### src/rtl/alu_seq16.sv
// alu_seq16: sequences one 16-bit request through an 8-bit 74181-style ALU
// in two passes (low byte, then high byte) with an active-low carry chain.
//
// Ports:
//   CLK, RST                 clock, async active-low reset
//   req, ready               request handshake (transfer on req && ready)
//   req_mode, req_sel        ALU mode (1 = logic) and selector for the request
//   req_a, req_b, req_cin_n  16-bit operands and active-low carry-in
//   req_byte                 8-bit-only request (only with ALU_SEQ_BYTE_EN)
//   done                     one-cycle pulse, result/flags valid
//   result, cout_n, zero_n   assembled F, active-low carry-out and zero flag
//   alu_a, alu_b, alu_mode,
//   alu_sel, alu_cin_n       drive bundle to the shared ALU
//   alu_f, alu_cout_n        combinational ALU response
//
// Optional feature: define ALU_SEQ_BYTE_EN to add the single-pass byte request.
module alu_seq16 (
    input  logic        CLK,
    input  logic        RST,
    input  logic        req,
    input  logic        req_mode,
    input  logic [3:0]  req_sel,
    input  logic [15:0] req_a,
    input  logic [15:0] req_b,
    input  logic        req_cin_n,
`ifdef ALU_SEQ_BYTE_EN
    input  logic        req_byte,
`endif
    output logic        ready,
    output logic        done,
    output logic [15:0] result,
    output logic        cout_n,
    output logic        zero_n,
    output logic [7:0]  alu_a,
    output logic [7:0]  alu_b,
    output logic        alu_mode,
    output logic [3:0]  alu_sel,
    output logic        alu_cin_n,
    input  logic [7:0]  alu_f,
    input  logic        alu_cout_n
);

    typedef enum logic [1:0] {
        IDLE = 2'd0,
        LO   = 2'd1,
        HI   = 2'd2,
        DONE = 2'd3
    } state_t;

    state_t      state;
    logic [15:0] a_q;
    logic [15:0] b_q;
    logic        mode_q;
    logic [3:0]  sel_q;
    logic        cin_n_q;
    logic        carry_n;
    logic [7:0]  lo_q;
`ifdef ALU_SEQ_BYTE_EN
    logic        byte_q;
`endif

    always_ff @(posedge CLK or negedge RST) begin
        if (!RST) begin
            state   <= IDLE;
            ready   <= 1'b1;
            done    <= 1'b0;
            result  <= 16'h0000;
            cout_n  <= 1'b1;
            zero_n  <= 1'b1;
            a_q     <= 16'h0000;
            b_q     <= 16'h0000;
            mode_q  <= 1'b0;
            sel_q   <= 4'h0;
            cin_n_q <= 1'b1;
            carry_n <= 1'b1;
            lo_q    <= 8'h00;
`ifdef ALU_SEQ_BYTE_EN
            byte_q  <= 1'b0;
`endif
        end else begin
            unique case (state)
                IDLE: begin
                    if (req) begin
                        a_q     <= req_a;
                        b_q     <= req_b;
                        mode_q  <= req_mode;
                        sel_q   <= req_sel;
                        cin_n_q <= req_cin_n;
`ifdef ALU_SEQ_BYTE_EN
                        byte_q  <= req_byte;
`endif
                        ready   <= 1'b0;
                        state   <= LO;
                    end
                end
                LO: begin
                    // Low byte is held privately so result only moves at completion.
                    lo_q    <= alu_f;
                    carry_n <= alu_cout_n;
                    state   <= HI;
`ifdef ALU_SEQ_BYTE_EN
                    if (byte_q) begin
                        result <= {8'h00, alu_f};
                        cout_n <= mode_q | alu_cout_n;
                        zero_n <= |alu_f;
                        done   <= 1'b1;
                        state  <= DONE;
                    end
`endif
                end
                HI: begin
                    result <= {alu_f, lo_q};
                    // Logic functions produce no meaningful carry.
                    cout_n <= mode_q | alu_cout_n;
                    zero_n <= |{alu_f, lo_q};
                    done   <= 1'b1;
                    state  <= DONE;
                end
                DONE: begin
                    done  <= 1'b0;
                    ready <= 1'b1;
                    state <= IDLE;
                end
                default: begin
                    state <= IDLE;
                end
            endcase
        end
    end

    // Drive bundle is a pure function of state and latched request;
    // parked outside the two ALU passes.
    always_comb begin
        alu_mode  = 1'b1;
        alu_sel   = 4'h0;
        alu_a     = 8'h00;
        alu_b     = 8'h00;
        alu_cin_n = 1'b1;
        unique case (state)
            LO: begin
                alu_mode  = mode_q;
                alu_sel   = sel_q;
                alu_a     = a_q[7:0];
                alu_b     = b_q[7:0];
                alu_cin_n = cin_n_q;
            end
            HI: begin
                alu_mode  = mode_q;
                alu_sel   = sel_q;
                alu_a     = a_q[15:8];
                alu_b     = b_q[15:8];
                alu_cin_n = carry_n;
            end
            default: begin
            end
        endcase
    end

endmodule

### config.mk
export PLATFORM = sky130hd
export DESIGN_NAME = alu_seq16
export DESIGN_NICKNAME = d
export VERILOG_FILES = /design/src/rtl/alu_seq16.sv
export SDC_FILE = /design/constraint.sdc
export NUM_CORES = 1
export LEC_CHECK = 0
export ABC_AREA = 1
export CORE_MARGIN = 2
export CORE_UTILIZATION = 56
export CTS_CLUSTER_DIAMETER = 60
export DETAILED_ROUTE_END_ITERATION = 8
export DONT_BUFFER_PORTS = 1
export PLACE_DENSITY = 0.74
export SYNTH_ARGS = -nofsm -noshare
export SYNTH_HDL_FRONTEND = slang
export SYNTH_SLANG_ARGS = --single-unit
### constraint.sdc
create_clock -name CLK -period 1.8 [get_ports CLK]
set_clock_uncertainty 0.1 [all_clocks]
set_input_delay 0.54 -clock CLK [delete_from_list [all_inputs] [get_ports CLK]]
set_output_delay 0.54 -clock CLK [all_outputs]
set_load 0.05 [all_outputs]
==> impl_metrics.json <==
{
  "critical_path_class": "flop to primary output",
  "grt_pass1_wl_mm": 13.4,
  "ant_nets": 0,
  "drt-initial-drc-count": 168,
  "grt_pass1_vias": 2809,
  "cts_tree": "yes",
  "max_slew_margin_pct": 58.5,
  "fin_cells": 485,
  "hp-class": "input port to async pin",
  "die_w_um": 77.5,
  "chipHeight_um": 77.5,
  "yosys_warnings": 0,
  "pin_count": 92,
  "netlist_area_mm2": 0.00302,
  "slew_viol_final": 0,
  "wirelength_mm": 8.50,
  "groute.usage.overall_pct": 29.2,
  "maxClockFrequency_mhz": 432,
  "postSynthCellCount": 371,
  "start_util_pct": 58.5,
  "dr_wl_met3_um": 776,
  "clkLatencyLatePin_ns": 0.35,
  "rows": 26,
  "antenna_found_initial": 0,
  "failed_checks": "negative hold slack, negative setup slack",
  "htreeDepth": 3,
  "area.growth.synth_to_final_pct": 43.7,
  "dr.pass1.iters": 5,
  "grt_max_degree": 70,
  "cp-end-kind": "primary output",
  "tightest_slew_ns": 0.622,
  "yosysSeqAreaShare_pct": 57.3,
  "io_buffers": 0,
  "cp.arrival_ns": 1.68,
  "drv_cap": 0,
  "place.gp.congestion": 0.826,
  "setup_viol": 22,
  "critPathMaxFanout": 8,
  "dr.max_layer_used": "met4",
  "nets": 466,
  "ys_seq_elements": 69,
  "diodes": 0,
  "cts_root_buf": "clkbuf_8",
  "drc_errors": 0,
  "synth_area_leaders": "dfrtp_1 (53%), nand2_1 (25%), dfstp_2 (4.3%)",
  "syn_avg_cell_area_um2": 8.15,
  "post-place-cells": 460,
  "die-area_mm2": 0.00600,
  "cts_buffers": 9,
  "synthDistinctLibCells": 16,
  "avgRoutedWirePerCell_um": 17.5,
  "hpwl_mm": 5.04,
  "dr_wl_met2_mm": 4.44,
  "min_period_over_period_pct": 129,
  "synth_top_cell_by_area": "dfrtp_1",
  "finalWorstSetupSlack_ns": -0.517,
  "wl_met1_mm": 3.19,
  "vias": 2622,
  "ctsLongestPathBuffers": 2,
  "cts_sinks": 69,
  "fin_crit_ns": 2.32,
  "fin_hold_ws_ns": -0.218,
  "cp.required_ns": 1.16,
  "path_clk_slew_ns": 0.07,
  "overflow": 0,
  "rsz0062_at_grt": "true",
  "finalHoldViolCount": 69,
  "drive_gt1_share_pct": 30.8,
  "status": "finished, violations left",
  "viasPerCell": 5.41,
  "syn_nets": 427,
  "synth_top_area_share_pct": 53.0,
  "worstSetupStartpointType": "flop",
  "core_area_mm2": 0.00517
}
## cells by family (layout without fill, tap and decap cells)
logic type               after synthesis  in the layout  share of synthesized area, %
AND/OR/NAND/NOR                      220            220                          27.4
flip-flops                            69             69                          57.3
AO/OA/AOI/OAI                         39             39                          6.45
buffers and inverters                 37             81                          6.33
adder cells (fa/ha/maj)                6              6                          2.48
## flip-flops by register name, indices dropped and copies added (netlist names)
name	cells
a_q	16
b_q	16
result	16
lo_q	8
sel_q	4
state	2
carry_n	1
cin_n_q	1
cout_n	1
done	1
mode_q	1
ready	1
zero_n	1
## cell type report
type	instances	area [um^2]
sequential	69	1730
multi-input combinational	265	1500
fill	281	827
timing repair buffer	46	719
clock buffer	13	159
tap	70	87.6
inverter	19	81.3
clock inverter	3	67.6
## through the flow
step | util [%] | area [um^2] | setup TNS, ns | setup WS, ns
final | 84.0 | 4350 | -10.77 | -0.517
after global routing | 84.0 | 4350 | -11.62 | -0.553
after CTS | 81.8 | 4230 | -9.77 | -0.486
after detailed placement | 73.6 | 3810 | -2.53 | -0.168
after global placement | 73.6 | 3810 | -1.79 | -0.118
after floorplan | - | 3280 | -2.34 | -0.175
## metal layers
layer / track usage [%] / up-vias
met5: 0 / -
met1: 34.5 / 1265
met3: 8.26 / 14
li1: - / 1209
met2: 50.0 / 134
met4: 12.5 / 0
## final timing paths
kind | startpoint | to | slack (ns) | depth (start not counted)
min in group CLK | req_cin_n | cin_n_q | 0.19 | 2
setup reg to reg | state[0] | b_q[7] | 0.08 | 6
setup / recovery | state[0] | alu_a[0] | -0.52 | 6
max in group asynchronous | RST | ready | 1.62 | 0
hold reg to reg | b_q[1] | b_q[1] | 0.39 | 2
hold / removal | RST | result[4] | -0.22 | 0
## timing repair
action / in CTS / in global routing
pin swaps: 16 / 14
endpoints found under the setup margin: 22 / 23
resized for setup: 35 / 31
endpoints found under the hold margin: 69 / 69
gates cloned: 1 / 1
buffers inserted: 6 / 4
## placed cells by master, fill, tap and decap left out
cell type	n
a21oi_4	17
nand2_2	18
buf_8	1
o21ai_0	19
clkinvlp_4	1
dfstp_2	5
inv_8	1
inv_4	1
ha_1	2
inv_1	10
or2_4	1
clkbuf_16	1
ha_4	4
clkbuf_8	11
a21oi_1	1
clkbuf_1	2
nor3_1	1
o21ai_4	1
inv_2	7
nand2_4	13
buf_12	27
nor2_1	13
dfrtp_1	64
bufinv_16	2
o21ai_1	1
buf_4	14
buf_6	3
nand2_1	174
## worst max-delay path, cell delays in order (launching register included)
cell	delay (ns)
dfrtp_1	0.39
inv_2	0.10
ha_4	0.32
inv_8	0.07
buf_12	0.14
a21oi_4	0.14
buf_12	0.15
## Yosys cell counts
cell / number
a21oi_1: 18
buf_2: 11
buf_4: 2
buf_6: 4
clkbuf_2: 1
dfrtp_1: 64
dfstp_2: 5
ha_1: 6
inv_1: 16
inv_2: 3
nand2_1: 205
nor2_1: 13
nor3_1: 1
o21ai_0: 20
o21ai_1: 1
or2_2: 1
Power is not shown: default switching activity piles up to over one toggle a cycle in this logic, so the estimate is an artifact.
